### src/rtl/symbol_packer.sv
// Packs per-axis QAM symbol indices LSB-first into fixed-width words and
// queues them in a small FIFO feeding a valid/ready stream.
module symbol_packer #(
  parameter int MODULATION_ORDER = 16,
  parameter int OUT_WIDTH        = 8,
  parameter int FIFO_DEPTH       = 4
) (
  input  logic                               clk,
  input  logic                               rst,
  input  logic                               in_dv,
  input  logic [$clog2(MODULATION_ORDER)/2-1:0] in_binary_i,
  input  logic [$clog2(MODULATION_ORDER)/2-1:0] in_binary_q,
  input  logic                               flush,
  output logic [OUT_WIDTH-1:0]               out_data,
  output logic [$clog2(OUT_WIDTH+1)-1:0]     out_nbits,
  output logic                               out_last,
  output logic                               out_valid,
  input  logic                               out_ready,
  output logic                               overflow
);

  localparam int BIT_WIDTH = $clog2(MODULATION_ORDER) / 2;
  localparam int SYM_BITS  = 2 * BIT_WIDTH;
  localparam int ACC_W     = OUT_WIDTH + SYM_BITS;
  localparam int CNT_W     = $clog2(OUT_WIDTH + SYM_BITS + 1);
  localparam int NB_W      = $clog2(OUT_WIDTH + 1);
  localparam int PTR_W     = $clog2(FIFO_DEPTH);

  localparam logic [CNT_W-1:0] OW_C    = CNT_W'(OUT_WIDTH);
  localparam logic [CNT_W-1:0] SB_C    = CNT_W'(SYM_BITS);
  localparam logic [CNT_W-1:0] ZERO_C  = CNT_W'(0);
  localparam logic [NB_W-1:0]  FULL_NB = NB_W'(OUT_WIDTH);
  localparam logic [PTR_W:0]   DEPTH_C = (PTR_W + 1)'(FIFO_DEPTH);
  localparam logic [PTR_W:0]   ONE_CNT = (PTR_W + 1)'(1);
  localparam logic [PTR_W-1:0] ONE_PTR = PTR_W'(1);

  typedef enum logic [0:0] {
    ACCUM = 1'b0,
    FLUSH = 1'b1
  } state_t;

  state_t             state_r, state_nxt_s;
  logic [ACC_W-1:0]   acc_r, acc_nxt_s, acc_abs_s, sym_ext_s;
  logic [CNT_W-1:0]   cnt_r, cnt_nxt_s, cnt_abs_s;

  logic               push_s;
  logic [OUT_WIDTH-1:0] push_data_s;
  logic [NB_W-1:0]    push_nbits_s;
  logic               push_last_s;

  logic [OUT_WIDTH-1:0] mem_data_r  [FIFO_DEPTH];
  logic [NB_W-1:0]      mem_nbits_r [FIFO_DEPTH];
  logic                 mem_last_r  [FIFO_DEPTH];
  logic [PTR_W-1:0]     wr_ptr_r, rd_ptr_r;
  logic [PTR_W:0]       count_r;
  logic                 overflow_r;
  logic                 full_s, empty_s, pop_s, wr_en_s, drop_s;

  // Accumulator view after absorbing this cycle's symbol (I in the low bits).
  assign sym_ext_s = ACC_W'({in_binary_q, in_binary_i});
  assign acc_abs_s = in_dv ? (acc_r | (sym_ext_s << cnt_r)) : acc_r;
  assign cnt_abs_s = in_dv ? (cnt_r + SB_C) : cnt_r;

  // Next accumulator state and the (at most one) word pushed this cycle.
  always_comb begin
    state_nxt_s  = state_r;
    acc_nxt_s    = acc_abs_s;
    cnt_nxt_s    = cnt_abs_s;
    push_s       = 1'b0;
    push_data_s  = acc_abs_s[OUT_WIDTH-1:0];
    push_nbits_s = FULL_NB;
    push_last_s  = 1'b0;
    case (state_r)
      FLUSH: begin
        // Remainder of a straddled flush leaves now; a new symbol opens a fresh word.
        push_s       = 1'b1;
        push_data_s  = acc_r[OUT_WIDTH-1:0];
        push_nbits_s = NB_W'(cnt_r);
        push_last_s  = 1'b1;
        state_nxt_s  = ACCUM;
        if (in_dv) begin
          acc_nxt_s = sym_ext_s;
          cnt_nxt_s = SB_C;
        end else begin
          acc_nxt_s = '0;
          cnt_nxt_s = ZERO_C;
        end
      end
      ACCUM: begin
        if (flush && (cnt_abs_s != ZERO_C)) begin
          push_s = 1'b1;
          if (cnt_abs_s == OW_C) begin
            push_last_s = 1'b1;
            acc_nxt_s   = '0;
            cnt_nxt_s   = ZERO_C;
          end else if (cnt_abs_s > OW_C) begin
            acc_nxt_s   = acc_abs_s >> OUT_WIDTH;
            cnt_nxt_s   = cnt_abs_s - OW_C;
            state_nxt_s = FLUSH;
          end else begin
            push_nbits_s = NB_W'(cnt_abs_s);
            push_last_s  = 1'b1;
            acc_nxt_s    = '0;
            cnt_nxt_s    = ZERO_C;
          end
        end else if (cnt_abs_s >= OW_C) begin
          push_s    = 1'b1;
          acc_nxt_s = acc_abs_s >> OUT_WIDTH;
          cnt_nxt_s = cnt_abs_s - OW_C;
        end else begin
          push_s = 1'b0;
        end
      end
      default: begin
        state_nxt_s = ACCUM;
        acc_nxt_s   = '0;
        cnt_nxt_s   = ZERO_C;
      end
    endcase
  end

  // Packer state registers.
  always_ff @(posedge clk) begin
    if (rst) begin
      state_r <= ACCUM;
      acc_r   <= '0;
      cnt_r   <= ZERO_C;
    end else begin
      state_r <= state_nxt_s;
      acc_r   <= acc_nxt_s;
      cnt_r   <= cnt_nxt_s;
    end
  end

  // A push into a full FIFO still fits when the head leaves in the same cycle.
  assign empty_s = (count_r == '0);
  assign full_s  = (count_r == DEPTH_C);
  assign pop_s   = !empty_s && out_ready;
  assign wr_en_s = push_s && (!full_s || pop_s);
  assign drop_s  = push_s && full_s && !pop_s;

  // Output FIFO storage, pointers, occupancy and sticky overflow flag.
  always_ff @(posedge clk) begin
    if (rst) begin
      for (int i = 0; i < FIFO_DEPTH; i++) begin
        mem_data_r[i]  <= '0;
        mem_nbits_r[i] <= '0;
        mem_last_r[i]  <= 1'b0;
      end
      wr_ptr_r   <= '0;
      rd_ptr_r   <= '0;
      count_r    <= '0;
      overflow_r <= 1'b0;
    end else begin
      if (wr_en_s) begin
        mem_data_r[wr_ptr_r]  <= push_data_s;
        mem_nbits_r[wr_ptr_r] <= push_nbits_s;
        mem_last_r[wr_ptr_r]  <= push_last_s;
        wr_ptr_r              <= wr_ptr_r + ONE_PTR;
      end else begin
        wr_ptr_r <= wr_ptr_r;
      end
      if (pop_s) begin
        rd_ptr_r <= rd_ptr_r + ONE_PTR;
      end else begin
        rd_ptr_r <= rd_ptr_r;
      end
      case ({wr_en_s, pop_s})
        2'b10:   count_r <= count_r + ONE_CNT;
        2'b01:   count_r <= count_r - ONE_CNT;
        default: count_r <= count_r;
      endcase
      if (drop_s) begin
        overflow_r <= 1'b1;
      end else begin
        overflow_r <= overflow_r;
      end
    end
  end

  assign out_data  = mem_data_r[rd_ptr_r];
  assign out_nbits = mem_nbits_r[rd_ptr_r];
  assign out_last  = mem_last_r[rd_ptr_r];
  assign out_valid = !empty_s;
  assign overflow  = overflow_r;

endmodule

### config.mk
export PLATFORM = sky130hd
export DESIGN_NAME = symbol_packer
export DESIGN_NICKNAME = d
export VERILOG_FILES = /design/src/rtl/symbol_packer.sv
export SDC_FILE = /design/constraint.sdc
export NUM_CORES = 1
export LEC_CHECK = 0
export CAP_MARGIN = 20
export CORE_AREA = 2 2 76 108
export CTS_CLUSTER_DIAMETER = 60
export CTS_CLUSTER_SIZE = 10
export DETAILED_ROUTE_END_ITERATION = 8
export DIE_AREA = 0 0 78 110
export SETUP_SLACK_MARGIN = 0.5
export SLEW_MARGIN = 20
export SYNTH_ARGS = -nofsm -noshare
export SYNTH_HDL_FRONTEND = slang
export SYNTH_SLANG_ARGS = --single-unit
### constraint.sdc
create_clock -name clk -period 6.3 [get_ports clk]
set_input_delay 0.945 -clock clk [delete_from_list [all_inputs] [get_ports clk]]
set_output_delay 0.945 -clock clk [all_outputs]
set_load 0.05 [all_outputs]
After elaboration in Yosys (flattened, before gate mapping) --
Memory sizes are Yosys's and may differ from the RTL's. A register that Yosys moved wholly into a read port is not among the register bits. Cells that the tools add are included.
Storage, ports and cells: logic and storage cells 91, bits in registers 25, RAM bits 52, input port bits 9, memories kept 3, output and inout port bits 15
Operators by class: bitwise operators 2, shifts and indexed selects 1, equality and inequality tests 4, $lt $le $gt $ge 2, $add $sub $neg 6, multiplexer cells 51, reductions and logical operators 15
Memories:
- mem_data_r | words 4, bits a word 8, read ports 1, clocked after memory_dff 1, wr ports 4, RTL line 51 | logic [OUT_WIDTH-1:0] mem_data_r [FIFO_DEPTH];
- mem_nbits_r | words 4, bits a word 4, read ports 1, clocked after memory_dff 1, wr ports 4, RTL line 52 | logic [NB_W-1:0] mem_nbits_r [FIFO_DEPTH];
- mem_last_r | words 4, bits a word 1, read ports 1, clocked after memory_dff 1, wr ports 4, RTL line 53 | logic mem_last_r [FIFO_DEPTH];
Operators by type and width (number):
- $mux 4 | 12
- $mux 12 | 3
- $pmux 12 s2 | 1
- $mux 2 | 9
- $mux 1 | 17
- $mux 8 | 2
- $pmux 4 s2 | 2
- $or 12x12->12 | 1
- $shl 4x4->12 | 1
- $reduce_or 8->1 | 1
- $pmux 1 s2 | 3
- $pmux 3 s2 | 1
- $logic_and 1x1->1 | 5
- $add 2x1->2 const B | 2
- $add 4x3->4 const B | 1
- $eq 4x4->1 const B | 1
- $ge 4x4->1 const B | 1
- $gt 4x4->1 const B | 1
- $reduce_bool 4->1 | 1
- $reduce_or 4->1 | 1
- $sub 4x4->4 const B | 1
- $add 3x1->3 const B | 1
- $eq 3x3->1 const B | 1
- $logic_not 1->1 | 3
- other kinds (9) | 9

Longest topological paths before layout --
Gate-level depths: netlist of run 1.
depth in word-level cells 12, gate-level depth with buffers 8, depth with buffers taken out 7

Least setup slack after synthesis of run 1 --
OpenSTA, ideal clock, no wires.
path type input to register, from in flush, to reg count_r[2], stages on the path 8, slack 3.422 ns, library setup time 0.123 ns, arrival 2.755 ns, required time 6.177 ns, cell sequence buf_6 or3_1 a31oi_4 nand2_1 fa_1 and2_1 mux2i_1 mux2_1
On the way: longest elaborated chain between the ends 6, elaborated cells between the ends (all ways) 8
RTL lines:
- start: declaration | RTL line 13 | input logic flush,
- $logic_and 1x1->1 (*) | RTL line 90 | if (flush && (cnt_abs_s != ZERO_C)) begin
- $mux 1 (*) | RTL line 90
- $pmux 1 s2 (*) | RTL line 73 | case (state_r)
- $logic_and 1x1->1 (*) | RTL line 139 | assign wr_en_s = push_s && (!full_s || pop_s);
- $eq 2x1->1 or $eq 2x2->1 (tied branches) | RTL line 168 | case ({wr_en_s, pop_s})
- $pmux 3 s2 or $reduce_bool 2->1 (tied branches)
- end signal: assignment | RTL line 169 | 2'b10: count_r <= count_r + ONE_CNT;
- end signal: assignment | RTL line 170 | 2'b01: count_r <= count_r - ONE_CNT;
- end signal: assignment | RTL line 171 | default: count_r <= count_r;
- end: declaration | RTL line 55 | logic [PTR_W:0] count_r;
Mark *: on every way between the ends. The rest lies on a longest branch, timed or not. A chain may end at the register's enable or synchronous reset.

Worst setup path after layout of run 1 --
from in in_dv, to reg count_r[2]
On the way: longest elaborated chain between the ends 8, elaborated cells between the ends (all ways) 12
RTL lines:
- start: declaration | RTL line 10 | input logic in_dv,
- $mux 4 (*) | RTL line 62 | assign cnt_abs_s = in_dv ? (cnt_r + SB_C) : cnt_r;
- $ge 4x4->1 or $reduce_bool 4->1 (tied branches) | RTL line 106, 90
- $mux 1 or $logic_and 1x1->1 (tied branches) | RTL line 106, 90
- $mux 1 (*) | RTL line 90
- $pmux 1 s2 (*) | RTL line 73
- $logic_and 1x1->1 (*) | RTL line 139
- $eq 2x1->1 or $eq 2x2->1 (tied branches) | RTL line 168
- $pmux 3 s2 or $reduce_bool 2->1 (tied branches)
Marked as above.

==> flow_metrics.tcl, run 1 <==
set metrics [dict create \
    status "finished clean" \
    ys_top_cells_by_area "edfxtp_1 (43%), dfxtp_1 (15%), mux4_2 (8.1%)" \
    cts_resized 0 \
    yosysUniqueCellTypes 45 \
    port_buffers 23 \
    syn-cell-area_um2 3351 \
    cts_sinks 73 \
    ioPinCount 24 \
    viasPerCell 5.362 \
    powerDensity_nw_per_um2 367.0 \
    arrival_ps 3760 \
    gr-usage-met1_pct 20.93 \
    period_share_pct 56.08 \
    cp-end-kind "register" \
    grt_most_used_layer "met2" \
    grtUsageTotal_pct 17.69 \
    wl_per_cell_um 16.32 \
    max_freq_mhz 283.1 \
    final_nets 314 \
    clk_latency_ps 350 \
    grt_overflow 0 \
    met2_usage_pct 31.53 \
    fin_crit_ps 3533 \
    cts_hold_buf 0 \
    hold_path.class "reg2reg" \
    cts_inserted_buffers 9 \
    die_w_um 78 \
    drt_pass1_iterations 4 \
    skew_ps 6.611 \
    p_sw_share_pct 34.44 \
    num_antenna_cells 0 \
    row_count 38 \
    required_ps 6530 \
    antenna_found_initial 0 \
    intPower_w 0.0009130 \
    rsz0062_at_grt "false" \
    place_ws_ps 2374 \
    post-synth-top-area-cell "edfxtp_1" \
    areaGrowthSynthToFinish_pct 13.26 \
    ys_ff_latch 73 \
    pwr-share-comb_pct 31.8 \
    cp_max_fo 25 \
    power_leakage_nw 1.337 \
    p_clk_share_pct 23.3 \
    seq_power_share_pct 44.9 \
    ys_async_sr_fraction_pct 0 \
    gp_congestion 0.8500 \
    startpoint_type "primary input" \
    first_global_vias 2211 \
    grt_pass1_wl_um 11220 \
    grt_max_degree 26 \
    power.switching_w 0.0004797 \
    post_cts_buffers 0 \
    synth-edff-count 48 \
    wl_um 6674 \
    tns_ps 0 \
    drcViolationCount 0 \
    clock-root-buffer "clkbuf_8" \
    syn_inst 285 \
    crit_type "in2reg" \
    start_util_pct 44.05 \
    fin_ws_ps 2767 \
    tightest_slew_ps 859.9 \
    synth_ff_type "edfxtp_1" \
    clk_pin_slew_ps 70 \
    die_h_um 110 \
    syn_avg_cell_area_um2 11.76 \
    h-tree-depth 3 \
    relSlewSlack_pct 42.60 \
    ant_nets 0 \
    final_hold_viol_count 0 \
    coreArea_um2 7607 \
    via_count 2193 \
    yosysWarnings 0 \
    maxCapViolations 0 \
    setup_viol 0 \
    met3_usage_pct 2.687 \
    drive_above_1_share_pct 9.061 \
    hpwl_um 4488 \
    die_area_um2 8580 \
    drt_iter0_drc 115 \
    cts_buffer_depth 2 \
    ir_drop_mv 0.1664 \
    drv_slew 0 \
    cts_tree "built" \
    yosysTopAreaCellShare_pct 43.02 \
    synth_seq_area_share_pct 57.95 \
    fillers 709 \
]
## per-layer routing
layer | wire length [µm] | part of all wire (%) | vias up
met2 | 3600 | 54 | 53
met5 | 0 | 0 | -
met4 | 153 | 2.3 | 0
met3 | 274 | 4.1 | 11
met1 | 2646 | 40 | 1052
li1 | - | - | 1077
## cell families after synthesis
logic type / Yosys count / share of synthesized area [%]
simple gates: 104 / 13.82
xor+xnor: 4 / 1.046
other cells: 1 / 0.1119
flops: 73 / 57.95
buf+inv: 25 / 3.547
compound gates: 54 / 11.50
mux: 23 / 11.43
fa+ha+maj: 1 / 0.5975
## cells in the mapped netlist, types with 2 or more instances
cell type,instances
a22o_1,4
xnor2_1,2
buf_2,8
dfxtp_1,25
clkbuf_1,8
nor3b_1,2
mux2i_1,9
a22oi_1,3
or3_1,3
buf_4,2
mux2_1,2
edfxtp_1,48
o2bb2ai_1,3
nand2b_1,3
nand2_1,8
a21o_1,4
nand3_1,5
a21oi_1,9
o21ai_0,9
nor2_1,69
xor2_1,2
mux4_2,12
nand4_1,2
inv_1,6
a31oi_1,13
nor2b_1,5
## worst paths after layout
kind                  from    endpoint  slack (ps)  cells after the start
setup / recovery     in_dv  count_r[2]        2770                      8
hold / removal    overflow    overflow         480                      2
setup reg to reg  cnt_r[3]  count_r[2]        3480                      7
hold reg to reg   overflow    overflow         480                      2
## placed cells by master, fill, tap and decap left out, drive strengths merged, types with 4 or more instances in the layout
master and instances:
a21o 4, a21oi 9, a22o 4, a31oi 14, clkbuf 15, clkdlybuf4s50 23
conb 5, dfxtp 25, edfxtp 48, inv 6, mux2i 9, mux4 12
nand2 8, nand3 5, nor2 69, nor2b 5, o21ai 9, or3 4
## flip-flops by register name, summed over array words and instances (netlist names), named ones only
signal	flops
mem_data_r	32
wr_ptr_r	2
state_r	1
overflow	1
mem_last_r	4
count_r	3
rd_ptr_r	2
acc_r	12
cnt_r	2
mem_nbits_r	12
## power groups by stage
stage	logic, W	registers (W)	clock network, W
4_1_cts	0.000449	0.000628	0.000335
5_1_grt	0.000474	0.000636	0.000353
2_1_floorplan	0.000360	0.000603	0
3_5_place_dp	0.000448	0.000638	0
3_3_place_gp	0.000442	0.000637	0
6_report	0.000443	0.000625	0.000325
## worst max-delay path, stage by stage
cell and delay [ps]:
clkdlybuf4s50_1 800, or3_1 610, a31oi_4 280, nand2_1 100, fa_1 390, and2_1 150
mux2i_1 150, mux2_1 330
## area by class of cell
type | count | area, µm² | share of cell area, %
Sequential cell | 73 | 1942 | 51.17
Timing Repair Buffer | 23 | 230.2 | 6.067
Inverter | 6 | 22.52 | 0.5935
Tap cell | 100 | 125.1 | 3.297
Clock inverter | 1 | 3.754 | 0.09891
Clock buffer | 15 | 166.4 | 4.385
Multi-Input combinational cell | 191 | 1305 | 34.39
## through the flow
step	cells	power (W)	instance area, µm²	util (%)	hold WS (ps)
finish	409	0.001393	3795	49.88	475.3
global route	409	0.001462	3795	49.88	502.5
CTS	409	0.001411	3795	49.88	479.3
detailed placement	393	0.001086	3625	47.65	460.8
global placement	393	0.001079	3625	47.65	446.8
floorplan	289	0.0009621	3366	-	437.3
No activity file was read; power rests on OpenSTA's default activity.
==> inputs of run 2 (changes only) <==
clock period = 3.2 ns   (was 6.3 ns; I/O delays follow)
==> run 2 against run 1 <==
Clock skew barely moved. Worst hold slack got worse by 5.4 ps. Routed wire length rose by 2.5%. Power rose by 94%. Sequential power rose by 90%. Clock power rose by 85%. Sequential cell count did not move. Die area did not move. Utilization rose by 0.87 points. First-iteration DRC count rose by 17%. Critical endpoint unchanged. Largest cell class unchanged.
==> flow_metrics.tcl, run 2 (synthesis gave the netlist of run 1 again) <==
set metrics [dict create \
    grt_max_degree 22 \
    p_sw_share_pct 35.28 \
    cts_tree "built" \
    die_w_um 78 \
    powerDensity_nw_per_um2 698.6 \
    dpl_cell_area_um2 3700 \
    intPower_w 0.001746 \
    clock-root-buffer "clkbuf_8" \
    grtUsageTotal_pct 17.48 \
    path_cells "clkdlybuf4s50_1 -> or3_1 -> a31oi_4 -> nand2_1 -> fa_1 -> and2_1 -> mux2i_1 -> mux2_1" \
    via_count 2274 \
    cp-end-kind "register" \
    drt_pass1_iterations 4 \
    maxCapViolations 0 \
    whs_ps 469.9 \
    drv_slew 0 \
    cp_max_fo 8 \
    clk_latency_ps 350 \
    first_global_vias 2207 \
    num_antenna_cells 0 \
    largest_reg_flops 32 \
    relSlewSlack_pct 60.94 \
    h-tree-depth 3 \
    hold_path.class "reg2reg" \
    pwr-share-comb_pct 33.8 \
    tightest_slew_ps 583.2 \
    status "finished clean" \
    power_leakage_nw 1.481 \
    grt_pass1_wl_um 11050 \
    wl_um 6841 \
    finalCoreUtilization_pct 50.76 \
    crit_type "in2reg" \
    startpoint_type "primary input" \
    drcViolationCount 0 \
    cts_inserted_buffers 9 \
    drt_iter0_drc 135 \
    ant_nets 0 \
    max_stage_delay_ps 540 \
    antenna_found_initial 0 \
    viasPerCell 5.427 \
    final_area_um2 3861 \
    top_regs "mem_data_r x32, acc_r x12, mem_nbits_r x12" \
    period_share_pct 78.93 \
    clk_pin_slew_ps 70 \
    start_util_pct 44.05 \
    p_clk_share_pct 22.3 \
    cts_buffer_depth 2 \
    die_h_um 110 \
    hpwl_um 4518 \
    ioPinCount 24 \
    row_count 38 \
    required_ps 3440 \
    layout.cells.non_filler 419 \
    crit_path_top_delay_cell "clkdlybuf4s50_1" \
    skew_ps 7.028 \
    ir_drop_mv 0.2652 \
    regMostFlops "mem_data_r" \
    setup_viol 0 \
    dp_cells 403 \
    final_cell_mix "nor2_1 (69), edfxtp_1 (48), dfxtp_1 (23)" \
    fin_crit_ps 2526 \
    port_buffers 23 \
    post_cts_buffers 0 \
    cts_sinks 73 \
    areaGrowthSynthToFinish_pct 15.24 \
    final_common_cell "nor2_1" \
    gp_congestion 0.8261 \
    final_nets 324 \
    arrival_ps 2760 \
    max_freq_mhz 395.9 \
    grt_overflow 0 \
    die_area_um2 8580 \
    wl_per_cell_um 16.33 \
    power.switching_w 0.0009516 \
    coreArea_um2 7607 \
    tns_ps 0 \
    final_hold_viol_count 0 \
    rsz0062_at_grt "false" \
    seq_power_share_pct 43.9 \
    drive_above_1_share_pct 12.54 \
]
-- run 2: cell types whose count changed in the layout (fill, tap and decap cells not counted), sizes merged --
| cell | change |
|---|---|
| clkbuf | -1 |
| clkinv | +1 |
| dlymetal6s2s | +6 |
| buf | +10 |
| dlygate4sd2 | +7 |
| clkdlybuf4s50 | -13 |
-- run 2: routing by layer --
layer | part of all wire (%) | global-route usage [%] | wire length, µm | vias up
li1 | - | - | - | 1098
met1 | 41 | 19.36 | 2772 | 1112
met2 | 53 | 31.47 | 3626 | 46
met3 | 3.2 | 2.606 | 220 | 18
met4 | 3.2 | 11.03 | 221 | 0
met5 | 0 | 0 | 0 | -
-- run 2: power groups by stage --
stage	Sequential [W]	Clock, W	Combinational (W)
floorplan	0.00119	0	0.000708
global placement	0.00120	0	0.000947
detailed placement	0.00121	0	0.000953
CTS	0.00119	0.000620	0.000927
global route	0.00120	0.000658	0.000971
finish	0.00119	0.000602	0.000910
-- run 2: critical path, delay by kind of cell --
kind                     cells  cell delay, ps
AND/OR/NAND/NOR              3             680
buffers and inverters        1             540
AO/OA/AOI/OAI                1             190
multiplexers                 2             480
adder cells (fa/ha/maj)      1             390
-- run 2: cell type report --
| class | count | area [µm²] |
|---|---|---|
| fillers | 711 | 3746 |
| inverters | 6 | 22.52 |
| multi-input cells | 191 | 1305 |
| flip-flops and latches | 73 | 1944 |
| well taps | 100 | 125.1 |
| clock inverters | 2 | 10.01 |
| clock buffers | 14 | 142.6 |
| repair buffers | 33 | 311.5 |
-- run 2: worst paths after layout --
check | startpoint | endpoint | slack, ps | cells after the start
worst max-delay path | flush | count_r[2] | 670 | 8
worst min-delay path | acc_r[4] | acc_r[4] | 470 | 2
worst max register to register | cnt_r[3] | count_r[2] | 970 | 7
worst min register to register | acc_r[4] | acc_r[4] | 470 | 2
-- run 2: timing repair --
item                                    in CTS  in global routing
gates resized for setup                      8                  7
endpoints found under the setup margin      13                  7
hold buffers                                 0                  0
pin swaps                                    0                  0
-- run 2: through the flow --
step           setup slack [ps]  total power, W
3_5_place_dp              309.3        0.002161
5_1_grt                   524.0        0.002829
6_report                  674.3        0.002697
3_3_place_gp              369.8        0.002149
2_1_floorplan             786.6        0.001894
4_1_cts                   503.8        0.002734
==> inputs of run 3 (changes only) <==
clock period = 2.2 ns   (was 3.2 ns; I/O delays follow)
==> run 3 against run 2 <==
Die area is the same. Cell count is 4.5% higher. Register-to-register slack lost 790 ps. Cell area increased by 9.3%. Count of clock-buffer cells in the layout decreased by 4. Utilization up 4.7 points. Sequential cell count stayed put. Power rose by 58%. Critical path type is now reg2reg. Largest cell class unchanged.
==> flow_metrics.tcl, run 3 (synthesis gave the netlist of run 1 again) <==
set metrics [dict create \
    ant_nets 0 \
    drv_slew 0 \
    whs_ps 472.2 \
    num_antenna_cells 0 \
    skew_ps 3.563 \
    crit_type "reg2reg" \
    r2r_start "cnt_r[3]" \
    wl_per_cell_um 16.58 \
    grt_most_used_layer "met2" \
    areaGrowthSynthToFinish_pct 25.95 \
    grt_pass1_wl_um 11590 \
    seq_power_share_pct 40.4 \
    die_w_um 78 \
    cts_tree "built" \
    required_ps 2450 \
    gr-usage-met1_pct 20.63 \
    antenna_found_initial 0 \
    port_buffers 23 \
    start_util_pct 44.05 \
    startpoint "cnt_r[3]" \
    dp_cells 418 \
    maxCapViolations 0 \
    grt_max_degree 23 \
    top_regs "mem_data_r x32, acc_r x12, mem_nbits_r x12" \
    die_h_um 110 \
    cts_buffer_depth 2 \
    drt_pass1_iterations 4 \
    die_area_um2 8580 \
    path_cells "or3_4 -> a31oi_4 -> nand2_2 -> fa_2 -> and2_4 -> mux2i_2 -> mux2_4" \
    met3_usage_pct 4.153 \
    clk_pin_slew_ps 70 \
    cts_inserted_buffers 9 \
    status "finished clean" \
    cp_top_family "simple AND/OR/NAND/NOR gates" \
    dpl_cell_area_um2 3869 \
    layout.cells.non_filler 438 \
    final_hold_viol_count 0 \
    hpwl_um 4803 \
    hold_path.class "reg2reg" \
    p_sw_share_pct 35.16 \
    drive_above_1_share_pct 27.81 \
    grtUsageTotal_pct 18.44 \
    clk_latency_ps 350 \
    h-tree-depth 3 \
    viasPerCell 5.299 \
    first_global_vias 2325 \
    max_stage_delay_ps 350 \
    ioPinCount 24 \
    final_cell_mix "nor2_1 (69), edfxtp_1 (48), dfxtp_1 (22)" \
    wl_um 7264 \
    drcViolationCount 0 \
    power_leakage_nw 1.565 \
    row_count 38 \
    met2_usage_pct 33.25 \
    crit_path_top_delay_cell "fa_2" \
    max_freq_mhz 495.4 \
    p_clk_share_pct 20.4 \
    powerDensity_nw_per_um2 1009 \
    drt_iter0_drc 140 \
    power.switching_w 0.001497 \
    startpoint_type "register" \
    fin_crit_ps 2019 \
    cp-end-kind "register" \
    holdCritStartpoint "overflow" \
    period_share_pct 91.76 \
    clock-root-buffer "clkbuf_8" \
    grt_overflow 0 \
    final_nets 344 \
    setup_viol 0 \
    arrival_ps 2260 \
    pwr-share-comb_pct 39.2 \
    largest_reg_flops 32 \
    ir_drop_mv 0.5148 \
    cp_max_fo 3 \
    final_common_cell "nor2_1" \
    intPower_w 0.002761 \
    regMostFlops "mem_data_r" \
    cts_sinks 73 \
    via_count 2321 \
    rsz0062_at_grt "true" \
    coreArea_um2 7607 \
    cp_num_buf_inv 0 \
    final_area_um2 4220 \
    gp_congestion 0.8526 \
]
==> run 3: cell type report <==
cell class	instances	area, µm²
Clock inverter	5	23.77
Clock buffer	10	127.6
Sequential cell	73	1948
Timing Repair Buffer	53	560.5
Tap cell	100	125.1
Fill cell	680	3387
Multi-Input combinational cell	191	1409
Inverter	6	26.28
==> run 3: worst reg2reg max path: stages, from the launching register on <==
cell,delay [ps]
dfxtp_2,330
or3_4,340
a31oi_4,200
nand2_2,70
fa_2,350
and2_4,150
mux2i_2,170
mux2_4,310
==> run 3: timing repair <==
item                                   in CTS  in global routing
resized for setup                          32                 15
pin swaps                                   6                  4
setup endpoints to repair                 113                 88
hold buffers                                0                  0
endpoints found under the hold margin       0                  0
buffers inserted                            3                  2
==> run 3: path summary, 6_finish.rpt <==
kind	end	slack, ps	cells after the start
max	count_r[2]	180	7
min	overflow	470	2
max reg2reg	count_r[2]	180	7
min reg2reg	overflow	470	2
==> run 3: stage by stage <==
stage	total power (W)	utilization [%]	TNS, ps	worst slack (ps)
floorplan	0.002820	-	0	7.532
global placement	0.003191	50.86	-1733	-303.2
detailed placement	0.003211	50.86	-2582	-332.2
CTS	0.004233	54.41	0	177.5
global route	0.004452	55.48	0	75.96
finish	0.004258	55.48	0	181.3
==> run 3: layer usage <==
| layer | wire length (µm) | part of all wire [%] |
|---|---|---|
| met5 | 0 | 0 |
| met4 | 160 | 2.2 |
| met3 | 258 | 3.6 |
| met2 | 3929 | 54 |
| met1 | 2915 | 40 |
==> run 3: power groups by stage <==
stage / Clock (W) / Sequential (W) / Combinational [W]
after floorplan: 0 / 0.00173 / 0.00109
after global placement: 0 / 0.00180 / 0.00139
after detailed placement: 0 / 0.00181 / 0.00140
after CTS: 0.000890 / 0.00172 / 0.00162
after global routing: 0.000937 / 0.00174 / 0.00178
final: 0.000869 / 0.00172 / 0.00167
